### src/rtl/operand_loader_pkg.sv
// Shared definitions for the operand loader: FSM state encodings and operand width.
package operand_loader_pkg;

    localparam int unsigned OperandWidth = 4;

    typedef enum logic [1:0] {
        LoadA = 2'b00,
        LoadB = 2'b01,
        Show  = 2'b10
    } state_e;

endpackage

### src/rtl/btn_debounce.sv
// Raw pushbutton to single-cycle press pulse: 2-flop synchroniser, counting debouncer and
// rising-edge detector on the debounced level.
module btn_debounce #(
    parameter int unsigned DEBOUNCE_CYCLES = 250000
) (
    input  logic clk,
    input  logic rst,
    input  logic btnRaw,
    output logic pulse
);

    localparam int unsigned CntW = $clog2(DEBOUNCE_CYCLES + 1);
    localparam logic [CntW-1:0] CntLast = CntW'(DEBOUNCE_CYCLES - 1);

    logic            sync1Q;
    logic            sync2Q;
    logic            levelQ;
    logic            levelPrevQ;
    logic            pulseQ;
    logic [CntW-1:0] cntQ;

    always_ff @(posedge clk) begin
        if (rst) begin
            sync1Q     <= 1'b0;
            sync2Q     <= 1'b0;
            levelQ     <= 1'b0;
            levelPrevQ <= 1'b0;
            pulseQ     <= 1'b0;
            cntQ       <= '0;
        end else begin
            sync1Q     <= btnRaw;
            sync2Q     <= sync1Q;
            levelPrevQ <= levelQ;
            pulseQ     <= levelQ & ~levelPrevQ;
            // Flip on the last differing cycle, so the count never exceeds CntLast.
            if (sync2Q == levelQ) begin
                cntQ <= '0;
            end else if (cntQ >= CntLast) begin
                levelQ <= sync2Q;
                cntQ   <= '0;
            end else begin
                cntQ <= cntQ + CntW'(1);
            end
        end
    end

    assign pulse = pulseQ;

endmodule

### src/rtl/operand_loader.sv
// Loads two operands from switches on debounced button presses, presents them to an external
// magnitude comparator and registers its result while both operands are valid.
module operand_loader
    import operand_loader_pkg::*;
#(
    parameter int unsigned DEBOUNCE_CYCLES = 250000
) (
    input  logic                    clk,
    input  logic                    rst,
    input  logic [OperandWidth-1:0] sw,
    input  logic                    load_btn,
    input  logic                    clear_btn,
    input  logic                    eq_in,
    input  logic                    gta_in,
    input  logic                    gtb_in,
    output logic [OperandWidth-1:0] op_a,
    output logic [OperandWidth-1:0] op_b,
    output logic                    valid,
    output logic [1:0]              state_code,
    output logic                    res_eq,
    output logic                    res_gta,
    output logic                    res_gtb
);

    logic loadPulse;
    logic clearPulse;

    btn_debounce #(
        .DEBOUNCE_CYCLES(DEBOUNCE_CYCLES)
    ) loadDeb (
        .clk   (clk),
        .rst   (rst),
        .btnRaw(load_btn),
        .pulse (loadPulse)
    );

    btn_debounce #(
        .DEBOUNCE_CYCLES(DEBOUNCE_CYCLES)
    ) clearDeb (
        .clk   (clk),
        .rst   (rst),
        .btnRaw(clear_btn),
        .pulse (clearPulse)
    );

    state_e                  stateQ, stateD;
    logic [OperandWidth-1:0] opAQ, opAD;
    logic [OperandWidth-1:0] opBQ, opBD;
    logic [2:0]              resQ, resD;
    logic                    validInt;

    assign validInt = (stateQ == Show);

    always_ff @(posedge clk) begin
        if (rst) begin
            stateQ <= LoadA;
            opAQ   <= '0;
            opBQ   <= '0;
            resQ   <= '0;
        end else begin
            stateQ <= stateD;
            opAQ   <= opAD;
            opBQ   <= opBD;
            resQ   <= resD;
        end
    end

    always_comb begin
        stateD = stateQ;
        opAD   = opAQ;
        opBD   = opBQ;
        resD   = validInt ? {eq_in, gta_in, gtb_in} : resQ;
        if (clearPulse) begin
            // Clear has priority over a coincident load.
            stateD = LoadA;
            opAD   = '0;
            opBD   = '0;
            resD   = '0;
        end else begin
            case (stateQ)
                LoadA: begin
                    if (loadPulse) begin
                        opAD   = sw;
                        stateD = LoadB;
                    end
                end
                LoadB: begin
                    if (loadPulse) begin
                        opBD   = sw;
                        stateD = Show;
                    end
                end
                Show: begin
                    if (loadPulse) begin
                        opAD   = sw;
                        stateD = LoadB;
                    end
                end
                default: begin
                    stateD = LoadA;
                    opAD   = '0;
                    opBD   = '0;
                    resD   = '0;
                end
            endcase
        end
    end

    assign op_a       = opAQ;
    assign op_b       = opBQ;
    assign valid      = validInt;
    assign state_code = stateQ;
    assign res_eq     = resQ[2];
    assign res_gta    = resQ[1];
    assign res_gtb    = resQ[0];

endmodule

### config.mk
export PLATFORM = sky130hd
export DESIGN_NAME = operand_loader
export DESIGN_NICKNAME = d
export VERILOG_FILES = /design/src/rtl/operand_loader_pkg.sv /design/src/rtl/btn_debounce.sv /design/src/rtl/operand_loader.sv
export SDC_FILE = /design/constraint.sdc
export NUM_CORES = 1
export LEC_CHECK = 0
export ABC_AREA = 1
export BUFFER_PORTS_ARGS = -buffer_cell sky130_fd_sc_hd__buf_2
export CAP_MARGIN = 10
export CELL_PAD_IN_SITES_DETAIL_PLACEMENT = 1
export CELL_PAD_IN_SITES_GLOBAL_PLACEMENT = 1
export CORE_UTILIZATION = 46
export CTS_BUF_LIST = sky130_fd_sc_hd__clkbuf_4 sky130_fd_sc_hd__clkbuf_8 sky130_fd_sc_hd__clkbuf_16
export DETAILED_ROUTE_END_ITERATION = 16
export GPL_TIMING_DRIVEN = 0
export PLACE_DENSITY_LB_ADDON = 0.1
export SETUP_SLACK_MARGIN = 0.1
export SYNTH_ARGS = -nofsm -noshare
export SYNTH_HDL_FRONTEND = slang
export SYNTH_SLANG_ARGS = --single-unit
export TNS_END_PERCENT = 50
### constraint.sdc
create_clock -name clk -period 2.9 [get_ports clk]
set_input_delay 0.29 -clock clk [delete_from_list [all_inputs] [get_ports clk]]
set_output_delay 0.29 -clock clk [all_outputs]
set_load 0.02 [all_outputs]
==> key figures, run 1 <==
Cells and area
  – Area Growth Syn to Fin: 15.7%
  – Most frequent cells in the layout: 80 x nor2_1, 68 x nand2_1, 59 x dfxtp_1
  – Non-Filler Instances: 480
  – Core Util, Final: 56.7%
  – Diodes inserted: 0
  – Fraction of layout cells with a size suffix above 1: 17.6%
  – Commonest non-fill, non-tap cell in the layout: nor2_1
  – Filler cells: 741
  – Finished layout cell area: 3220 µm²
  – # nets final: 416

Clock network
  – Setup bufs post-CTS: 0
  – CTS max path bufs: 2
  – Total CTS buffers: 9
  – H-tree Lvls: 3
  – Clock sink total: 59
  – Skew-Pair Late Insertion Delay: 0.34 ns
  – CTS tree: built
  – CTS clk-pin slew, worst paths: 0.07 ns
  – CTS Root Cell: clkbuf_8
  – # hold bufs at CTS: 0
  – Post-CTS sizing: 0

Synthesis
  – Syn nets: 382
  – Synth Warn #: 0
  – Avg Synthesized Cell Area: 7.53 µm²
  – Seq/Total Area, Yosys: 42.5%
  – Mapped Cells: 369
  – Area leader, netlist: dfxtp_1
  – Synth top area share: 42.5%
  – Synth top area cells: dfxtp_1 43%, nor2_1 11%, nand2_1 9.2%
  – Synth unique cells: 28
  – Cell Area, Synth: 2780 µm²
  – Yosys reg bits: 59

Placement
  – Inst Count DP: 464
  – Port bufs: 23
  – Post-placement cell area: 2980 µm²
  – Placer Congestion: 0.827
  – DPL Wire Length: 4.56 mm

Critical path
  – Most used cell, CP: nor2_4
  – Data arrival time of the worst path: 1.88 ns
  – Critical Setup Path Class: flip-flop to flip-flop
  – Crit-path cells: ha_1, nand3_4, nor2_4, nand2_1, nor2_1, xor2_1, nor2_4
  – Crit end category: flip-flop
  – Setup crit start kind: flip-flop
  – CP max FO: 5
  – Worst path required time: 3.12 ns
  – Crit-path slowest cell: dfxtp_1
  – Worst path max stage delay: 0.40 ns

Global routing
  – First-pass GRT wire length: 11.0 mm
  – GRT overflow: 0
  – Initial antenna violation count: 0
  – Vias in the first global route: 2430
  – Largest net degree at the start of global routing: 11
  – All-Layer GR Usage: 22.7%

Floorplanning
  – Die area: 6360 µm²
  – CORE AREA: 5680 µm²
  – FP Rows: 27
  – Ports: 25
  – DIE WIDTH: 79.7 µm
  – Die height: 79.7 µm
  – Initial Utilization: 49.0%

STA
  – Relative slew slack: 76.2%
  – Setup Skew: 0.0137 ns
  – Fmax: 0.603 GHz
  – Final setup viols: 0
  – WHS: 0.166 ns
  – Slew @ Worst Pin: 0.356 ns
  – Final Cycle Share: 57.2%
  – RSZ-0062 raised after global routing: false
  – Minimum clock period: 1.66 ns
  – Final Hold Viols: 0
  – Final Max Slew Viols: 0
  – Setup TNS: 0 ns

Detailed routing
  – DR DRC count: 0
  – Vias: 2400
  – DR pass1 iterations: 4
  – Via density: 5.00
  – Post-route ant nets: 0
  – Routed WL: 6.30 mm
  – Routed wire per std cell: 13.1 µm
  – Initial DRC Count: 75

Pwr
  – Peak supply drop: 297 µV
  – Pwr/cell area: 531 nW/µm²
  – LEAKAGE: 1.18 nW

Outcome
  – Status: finished clean

Job
  – Max cap viols: 0

Worst hold path
  – Worst Hold Class: primary input to flip-flop
==> final cells by class <==
class,count,area (µm²),share of cell area [%]
sequential,59,1180,36.7
clock buffer,12,159,4.94
tap,72,90.1,2.80
clock inverter,4,72.6,2.26
inverter,46,173,5.37
multi-input combinational,260,1390,43.1
buffer,4,40.0,1.25
timing repair buffer,23,115,3.58
==> metal layers <==
layer / vias up / global-route usage, % / routed length [µm]
li1: 1205 / - / -
met4: 0 / 11.5 / 142
met3: 16 / 4.46 / 174
met1: 1150 / 25.2 / 2780
met5: - / 0 / 0
met2: 29 / 40.7 / 3200
==> kinds of logic after synthesis <==
kind of cell               synth area share, %
AOI/OAI and AO/OA                         4.41
xor gates and xnor gates                  9.14
adders and majority gates                0.900
buffers and inverters                     7.65
DFF                                       42.5
and+or+nand+nor                           35.4
==> report_power, final <==
part           switching (mW)  internal [mW]  leakage [nW]
registers             0.00195          0.813         0.476
clock network           0.324          0.539         0.116
logic                  0.0186         0.0102         0.593
==> worst max-delay path: cells and delay by family, from the launching register on <==
kind          cells  cell delay (ns)
simple gates      5             0.63
flops             1             0.40
fa+ha+maj         1             0.26
xor+xnor          1             0.26
==> registers in the layout, indices dropped and copies added, names as in the netlist, 2 cells and up <==
register	count
state_code	2
op_b	4
resQ	3
op_a	4
loadDeb.cntQ	18
clearDeb.cntQ	18
==> synth_stat cells <==
master     n
nand2_2    6
nor2_2     5
o21ai_0    6
a21oi_1   14
inv_1     41
nor2_4    12
buf_12     1
clkbuf_1   1
nand4_4    1
nor3_2     1
inv_2      3
xnor2_1   10
nor2_1    80
a211oi_1   1
dfxtp_1   59
xor2_1    19
ha_1       2
buf_2      1
buf_6      1
o21a_1     2
nand4_1    5
nor3_1     3
clkinv_1   2
nand2_4    1
nand3_4    1
nand2_1   68
nand3b_1   1
nand3_1   22
==> through the flow <==
stage               setup WS, ns  power (mW)
finish                      1.24        1.71
global route                1.06        1.77
CTS                         1.21        1.72
detailed placement          1.25       0.863
global placement            1.31       0.862
floorplan                   1.45       0.851
==> path summary, 6_finish.rpt <==
kind,start,end,slack (ns),cells past startpoint
worst min register to register,clearDeb.levelPrevQ,clearDeb.pulse,0.39,1
worst max register to register,clearDeb.cntQ[0],clearDeb.cntQ[12],1.24,7
worst max-delay path,clearDeb.cntQ[0],clearDeb.cntQ[12],1.24,7
worst min-delay path,clear_btn,clearDeb.sync1Q,0.17,3
No activity file was read; power rests on OpenSTA's default activity.
==> run 2, diff against run 1 <==
--- a/config.mk
+++ b/config.mk
@@ -10,7 +10,7 @@
 export CAP_MARGIN = 10
 export CELL_PAD_IN_SITES_DETAIL_PLACEMENT = 1
 export CELL_PAD_IN_SITES_GLOBAL_PLACEMENT = 1
-export CORE_UTILIZATION = 46
+export CORE_UTILIZATION = 43
 export CTS_BUF_LIST = sky130_fd_sc_hd__clkbuf_4 sky130_fd_sc_hd__clkbuf_8 sky130_fd_sc_hd__clkbuf_16
 export DETAILED_ROUTE_END_ITERATION = 16
 export GPL_TIMING_DRIVEN = 0
==> constraint.sdc (replaced) <==
create_clock -name clk -period 1.6 [get_ports clk]
set_input_delay 0.16 -clock clk [delete_from_list [all_inputs] [get_ports clk]]
set_output_delay 0.16 -clock clk [all_outputs]
set_load 0.02 [all_outputs]
==> run 2 against run 1 <==
First-iteration DRC count down 15%; power up 81%; fmax up 12%; sequential share of layout area down 2.0 points; die area up 6.8%; routed wire length up 13%; utilization up 0.44 points; largest power group unchanged; worst hold slack worse by 0.15 ns; clock skew down 0.0047 ns; global-route usage down 0.066 points.
==> key figures, run 2 (synthesis gave the netlist of run 1 again) <==
Outcome
  – Status: finished clean (unchanged)

STA
  – Setup TNS: 0 ns (unchanged)
  – Slew @ Worst Pin: 0.387 ns (was 0.356 ns)
  – Final Max Slew Viols: 0 (unchanged)
  – Relative slew slack: 74.2% (was 76.2%)
  – Final WS setup: 0.117 ns (was 1.24 ns)
  – Minimum clock period: 1.48 ns (was 1.66 ns)
  – Final Hold Viols: 0 (unchanged)
  – Final setup viols: 0 (unchanged)
  – Fmax: 0.674 GHz (was 0.603 GHz)
  – Final Cycle Share: 92.7% (was 57.2%)
  – Setup Skew: 0.00893 ns (was 0.0137 ns)
  – RSZ-0062 raised after global routing: true (was false)

Pwr
  – Sw Ratio: 21.6% (was 20.2%)
  – Flop pwr share: 47.8% (about the same)
  – Pwr Total: 3.08 mW (was 1.71 mW)
  – Peak supply drop: 721 µV (was 297 µV)
  – Combinational power share: 2.1% (was 1.7%)
  – Int Power: 2.42 mW (was 1.36 mW)
  – Sw power: 666 µW (was 345 µW)
  – Pwr/cell area: 891 nW/µm² (was 531 nW/µm²)
  – LEAKAGE: 1.27 nW (was 1.18 nW)
  – Clock network fraction of total power: 50.1% (was 50.6%)

Global routing
  – All-Layer GR Usage: 22.6% (was 22.7%)
  – First-pass GRT wire length: 11.3 mm (was 11.0 mm)
  – Vias in the first global route: 2534 (was 2430)
  – Initial antenna violation count: 0 (unchanged)
  – Largest net degree at the start of global routing: 12 (was 11)
  – GRT overflow: 0 (unchanged)

Critical path
  – Worst path required time: 1.83 ns (was 3.12 ns)
  – CP max FO: 5 (unchanged)
  – Worst path max stage delay: 0.36 ns (was 0.40 ns)
  – Most used cell, CP: nor2_4 (unchanged)
  – Data arrival time of the worst path: 1.71 ns (was 1.88 ns)
  – Crit end category: flip-flop (unchanged)
  – Crit-path cells: ha_4, nand3_4, nor2_4, nand2_2, nor2_4, nor2_4, nand2_4, buf_12, buf_12, nor2_4 (was ha_1, nand3_4, nor2_4, nand2_1, nor2_1, xor2_1, nor2_4)
  – Critical Setup Path Class: flip-flop to flip-flop (unchanged)
  – Reg2Reg Setup Slack: 0.12 ns (was 1.24 ns)
  – Setup crit start kind: flip-flop (unchanged)
  – Crit-path slowest cell: dfxtp_4 (was dfxtp_1)

Floorplanning
  – FP Rows: 28 (was 27)
  – DIE WIDTH: 82.4 µm (was 79.7 µm)
  – Die area: 6790 µm² (was 6360 µm²)
  – Initial Utilization: 45.9% (was 49.0%)
  – CORE AREA: 6060 µm² (was 5680 µm²)
  – Die height: 82.4 µm (was 79.7 µm)
  – Ports: 25 (unchanged)

Cells and area
  – Area Growth Syn to Fin: 24.5% (was 15.7%)
  – Largest regs: clearDeb.cntQ x18, loadDeb.cntQ x18 (unchanged)
  – Finished layout cell area: 3460 µm² (was 3220 µm²)
  – Most frequent cells in the layout: 73 x nor2_1, 64 x nand2_1, 46 x dfxtp_1 (was 80 x nor2_1, 68 x nand2_1, 59 x dfxtp_1)
  – Filler cells: 761 (was 741)
  – Commonest non-fill, non-tap cell in the layout: nor2_1 (unchanged)
  – Fraction of layout cells with a size suffix above 1: 27.0% (was 17.6%)
  – Non-Filler Instances: 494 (was 480)
  – Diodes inserted: 0 (unchanged)
  – # nets final: 427 (was 416)

Detailed routing
  – Routed wl met2: 3.86 mm (was 3.20 mm)
  – Wl on met1: 2.90 mm (was 2.78 mm)
  – Routed wire per std cell: 14.4 µm (was 13.1 µm)
  – Top Metal Used: met4 (unchanged)
  – DR pass1 iterations: 4 (unchanged)
  – Vias: 2460 (was 2400)
  – DR DRC count: 0 (unchanged)
  – Met3 Wirelength: 238 µm (was 174 µm)
  – Via density: 4.98 (was 5.00)
  – Routed WL: 7.11 mm (was 6.30 mm)
  – Post-route ant nets: 0 (unchanged)
  – Initial DRC Count: 64 (was 75)

Placement
  – Port bufs: 23 (unchanged)
  – Inst Count DP: 467 (was 464)
  – Placer Congestion: 0.889 (was 0.827)
  – Post-placement cell area: 2990 µm² (was 2980 µm²)
  – Pre-CTS WS: -0.0449 ns (was 1.25 ns)
  – DPL Wire Length: 4.70 mm (was 4.56 mm)

Clock network
  – CTS clk-pin slew, worst paths: 0.07 ns (about the same)
  – Skew-Pair Late Insertion Delay: 0.35 ns (was 0.34 ns)
  – H-tree Lvls: 3 (unchanged)
  – Total CTS buffers: 9 (unchanged)
  – CTS Root Cell: clkbuf_8 (unchanged)
  – CTS max path bufs: 2 (unchanged)
  – CTS tree: built (unchanged)
  – Clock sink total: 59 (unchanged)

Job
  – Max cap viols: 0 (unchanged)

Worst hold path
  – Worst Hold Class: primary input to flip-flop (unchanged)
## run 2: final cells by class
cell class,count,area [µm²],area share (%)
buffer,4,40.0,1.16
tap,75,93.8,2.71
multi-input combinational,260,1480,42.8
clock inverter,6,88.8,2.57
timing repair buffer,34,243,7.01
inverter,46,173,4.99
clock buffer,10,138,3.98
sequential,59,1200,34.7
## run 2: final timing paths
| path | start | endpoint | depth (start not counted) |
|---|---|---|---|
| worst max register to register | clearDeb.cntQ[0] | clearDeb.cntQ[12] | 10 |
| worst min-delay path | clear_btn | clearDeb.sync1Q | 3 |
| worst max-delay path | clearDeb.cntQ[0] | clearDeb.cntQ[12] | 10 |
| worst min register to register | clearDeb.levelPrevQ | clearDeb.pulse | 1 |
## run 2: metal layers
| metal | global-route usage, % | up-vias |
|---|---|---|
| met5 | 0 | - |
| met4 | 6.32 | 0 |
| met3 | 7.03 | 12 |
| met2 | 44.1 | 40 |
| met1 | 22.7 | 1178 |
| li1 | - | 1230 |
## run 2: repair_timing
item / 4_1_cts / 5_1_grt
pin swaps: 3 / 5
hold buffers: 0 / 0
endpoints found under the setup margin: 22 / 35
setup buffers: 6 / 4
gates resized for setup: 7 / 33
gates cloned: 1 / 0
## run 2: worst max-delay path, delay by kind of cell, from the launching register on
kind                       cells  cell delay [ns]
and+or+nand+nor                7             0.59
DFF                            1             0.36
buffers and inverters          2             0.26
adders and majority gates      1             0.15
## run 2: metrics by stage
stage	hold WS, ns	utilization (%)
after global placement	0.360	49.3
final	0.0156	57.1
after detailed placement	0.378	49.3
after floorplan	0.267	-
after CTS	0.0148	55.2
after global routing	0.0137	57.1
## run 2: power by group through the flow
stage	clock network (mW)	registers, mW	logic [mW]
after floorplan	0	1.51	0.0313
after global placement	0	1.51	0.0508
after detailed placement	0	1.51	0.0523
after CTS	1.56	1.48	0.0674
after global routing	1.63	1.47	0.0725
final	1.54	1.47	0.0661
==> run 3, diff against run 2 <==
--- a/config.mk
+++ b/config.mk
@@ -10,7 +10,7 @@
 export CAP_MARGIN = 10
 export CELL_PAD_IN_SITES_DETAIL_PLACEMENT = 1
 export CELL_PAD_IN_SITES_GLOBAL_PLACEMENT = 1
-export CORE_UTILIZATION = 43
+export CORE_UTILIZATION = 46
 export CTS_BUF_LIST = sky130_fd_sc_hd__clkbuf_4 sky130_fd_sc_hd__clkbuf_8 sky130_fd_sc_hd__clkbuf_16
 export DETAILED_ROUTE_END_ITERATION = 16
 export GPL_TIMING_DRIVEN = 0
==> constraint.sdc (replaced) <==
create_clock -name clk -period 1.8 [get_ports clk]
set_input_delay 0.18 -clock clk [delete_from_list [all_inputs] [get_ports clk]]
set_output_delay 0.18 -clock clk [all_outputs]
set_load 0.02 [all_outputs]
==> run 3 against run 2 <==
Non-clock buffer count decreased by 6; clock skew increased by 0.0034 ns; die area decreased by 6.4%; sequential power decreased by 11%; clock power decreased by 9.7%; routed wire length decreased by 9.4%; design area decreased by 5.7%; critical path depth decreased by 3; register-to-register slack improved by 0.08 ns; utilization increased by 0.37 points; combinational power decreased by 26%; critical path type unchanged; largest power group unchanged.
==> key figures, run 3 (synthesis gave the netlist of run 1 again) <==
Outcome
  – Status: finished clean (unchanged)

STA
  – Setup TNS: 0 ns (unchanged)
  – Final setup viols: 0 (unchanged)
  – Relative slew slack: 76.2% (was 74.2%)
  – WHS: 0.0552 ns (was 0.0156 ns)
  – Slew @ Worst Pin: 0.356 ns (was 0.387 ns)
  – Setup Skew: 0.0123 ns (was 0.00893 ns)
  – Final Hold Viols: 0 (unchanged)
  – Final Cycle Share: 89.2% (was 92.7%)
  – Final Max Slew Viols: 0 (unchanged)
  – RSZ-0062 raised after global routing: true (unchanged)
  – Minimum clock period: 1.61 ns (was 1.48 ns)
  – Fmax: 0.622 GHz (was 0.674 GHz)

Detailed routing
  – Routed wl met2: 3.27 mm (was 3.86 mm)
  – Via density: 5.01 (was 4.98)
  – Vias: 2429 (was 2460)
  – Post-route ant nets: 0 (unchanged)
  – Top Metal Used: met4 (unchanged)
  – Initial DRC Count: 79 (was 64)
  – Routed wire per std cell: 13.3 µm (was 14.4 µm)
  – DR DRC count: 0 (unchanged)
  – Met3 Wirelength: 188 µm (was 238 µm)
  – Wl on met1: 2.82 mm (was 2.90 mm)
  – Routed WL: 6.44 mm (was 7.11 mm)
  – DR pass1 iterations: 4 (unchanged)

Critical path
  – CP max FO: 5 (unchanged)
  – Setup crit start kind: flip-flop (unchanged)
  – Crit end category: flip-flop (unchanged)
  – Data arrival time of the worst path: 1.83 ns (was 1.71 ns)
  – Critical Setup Path Class: flip-flop to flip-flop (unchanged)
  – Worst path required time: 2.02 ns (was 1.83 ns)

Clock network
  – Skew-Pair Late Insertion Delay: 0.34 ns (was 0.35 ns)
  – Clock sink total: 59 (unchanged)
  – CTS max path bufs: 2 (unchanged)
  – Total CTS buffers: 9 (unchanged)
  – CTS Root Cell: clkbuf_8 (unchanged)
  – H-tree Lvls: 3 (unchanged)
  – CTS tree: built (unchanged)
  – CTS clk-pin slew, worst paths: 0.07 ns (about the same)
  – # hold bufs at CTS: 0 (unchanged)

Floorplanning
  – Die area: 6360 µm² (was 6790 µm²)
  – Die height: 79.7 µm (was 82.4 µm)
  – FP Rows: 27 (was 28)
  – CORE AREA: 5680 µm² (was 6060 µm²)
  – DIE WIDTH: 79.7 µm (was 82.4 µm)
  – Initial Utilization: 49.0% (was 45.9%)
  – Ports: 25 (unchanged)

Pwr
  – Peak supply drop: 478 µV (was 721 µV)
  – Pwr/cell area: 845 nW/µm² (was 891 nW/µm²)
  – Pwr Total: 2.76 mW (was 3.08 mW)
  – Clock network fraction of total power: 50.5% (was 50.1%)
  – LEAKAGE: 1.21 nW (was 1.27 nW)
  – Sw power: 557 µW (was 666 µW)
  – Combinational power share: 1.8% (was 2.1%)
  – Flop pwr share: 47.7% (was 47.8%)
  – Sw Ratio: 20.2% (was 21.6%)
  – Int Power: 2.20 mW (was 2.42 mW)

Job
  – Max cap viols: 0 (unchanged)

Cells and area
  – Most frequent cells in the layout: 80 x nor2_1, 68 x nand2_1, 58 x dfxtp_1 (was 73 x nor2_1, 64 x nand2_1, 46 x dfxtp_1)
  – Diodes inserted: 0 (unchanged)
  – Commonest non-fill, non-tap cell in the layout: nor2_1 (unchanged)
  – Largest regs: clearDeb.cntQ x18, loadDeb.cntQ x18 (unchanged)
  – Area Growth Syn to Fin: 17.4% (was 24.5%)
  – Finished layout cell area: 3260 µm² (was 3460 µm²)
  – Fraction of layout cells with a size suffix above 1: 19.4% (was 27.0%)
  – # nets final: 421 (was 427)
  – Core Util, Final: 57.5% (was 57.1%)

Placement
  – DPL Wire Length: 4.56 mm (was 4.70 mm)
  – Post-placement cell area: 2980 µm² (was 2990 µm²)
  – Port bufs: 23 (unchanged)
  – Placer Congestion: 0.827 (was 0.889)

Global routing
  – Initial antenna violation count: 0 (unchanged)
  – Largest net degree at the start of global routing: 11 (was 12)
  – Vias in the first global route: 2430 (was 2534)
  – All-Layer GR Usage: 22.7% (was 22.6%)
  – GRT overflow: 0 (unchanged)
  – First-pass GRT wire length: 11.0 mm (was 11.3 mm)

Worst hold path
  – Worst Hold Class: primary input to flip-flop (unchanged)
run 3: timing repair:
item	in CTS	in global routing
buffers inserted	0	5
endpoints found under the setup margin	0	21
resized for setup	0	3
run 3: per-layer routing:
| metal | GRT usage, % | vias up |
|---|---|---|
| met5 | 0 | - |
| met4 | 11.5 | 0 |
| met2 | 40.7 | 35 |
| li1 | - | 1212 |
| met3 | 4.46 | 17 |
| met1 | 25.2 | 1165 |
run 3: power by group through the flow:
stage	clock [mW]	combinational (mW)	sequential (mW)
after floorplan	0	0.0279	1.34
after global placement	0	0.0454	1.34
after detailed placement	0	0.0472	1.34
after CTS	1.41	0.0477	1.31
after global routing	1.48	0.0541	1.31
final	1.39	0.0490	1.31
run 3: area by class of cell:
type                    instances  area, µm²
plain buffers                   4       40.0
clock buffers                  12        159
clock inverters                 4       72.6
fillers                       738       2410
inverters                      46        173
multi-input cells             260       1390
flip-flops and latches         59       1180
well taps                      72       90.1
repair buffers                 28        153
run 3: final timing paths:
check                            from           endpoint  slack, ns  cells after the start
setup / recovery     clearDeb.cntQ[0]  clearDeb.cntQ[12]       0.19                      7
hold / removal              clear_btn    clearDeb.sync1Q       0.06                      3
setup reg to reg     clearDeb.cntQ[0]  clearDeb.cntQ[12]       0.19                      7
hold reg to reg   clearDeb.levelPrevQ     clearDeb.pulse       0.39                      1
run 3: critical path, cell delays in order (launching register included):
cell and delay, ns:
dfxtp_2 0.37, ha_2 0.23, nand3_4 0.11, nor2_4 0.19
nand2_1 0.12, nor2_1 0.16, xor2_1 0.26, nor2_4 0.06
run 3: through the flow:
stage,worst slack (ns),instances
3_5_place_dp,0.150,464
2_1_floorplan,0.345,369
3_3_place_gp,0.206,464
4_1_cts,0.113,480
5_1_grt,0.0611,485
6_report,0.194,485
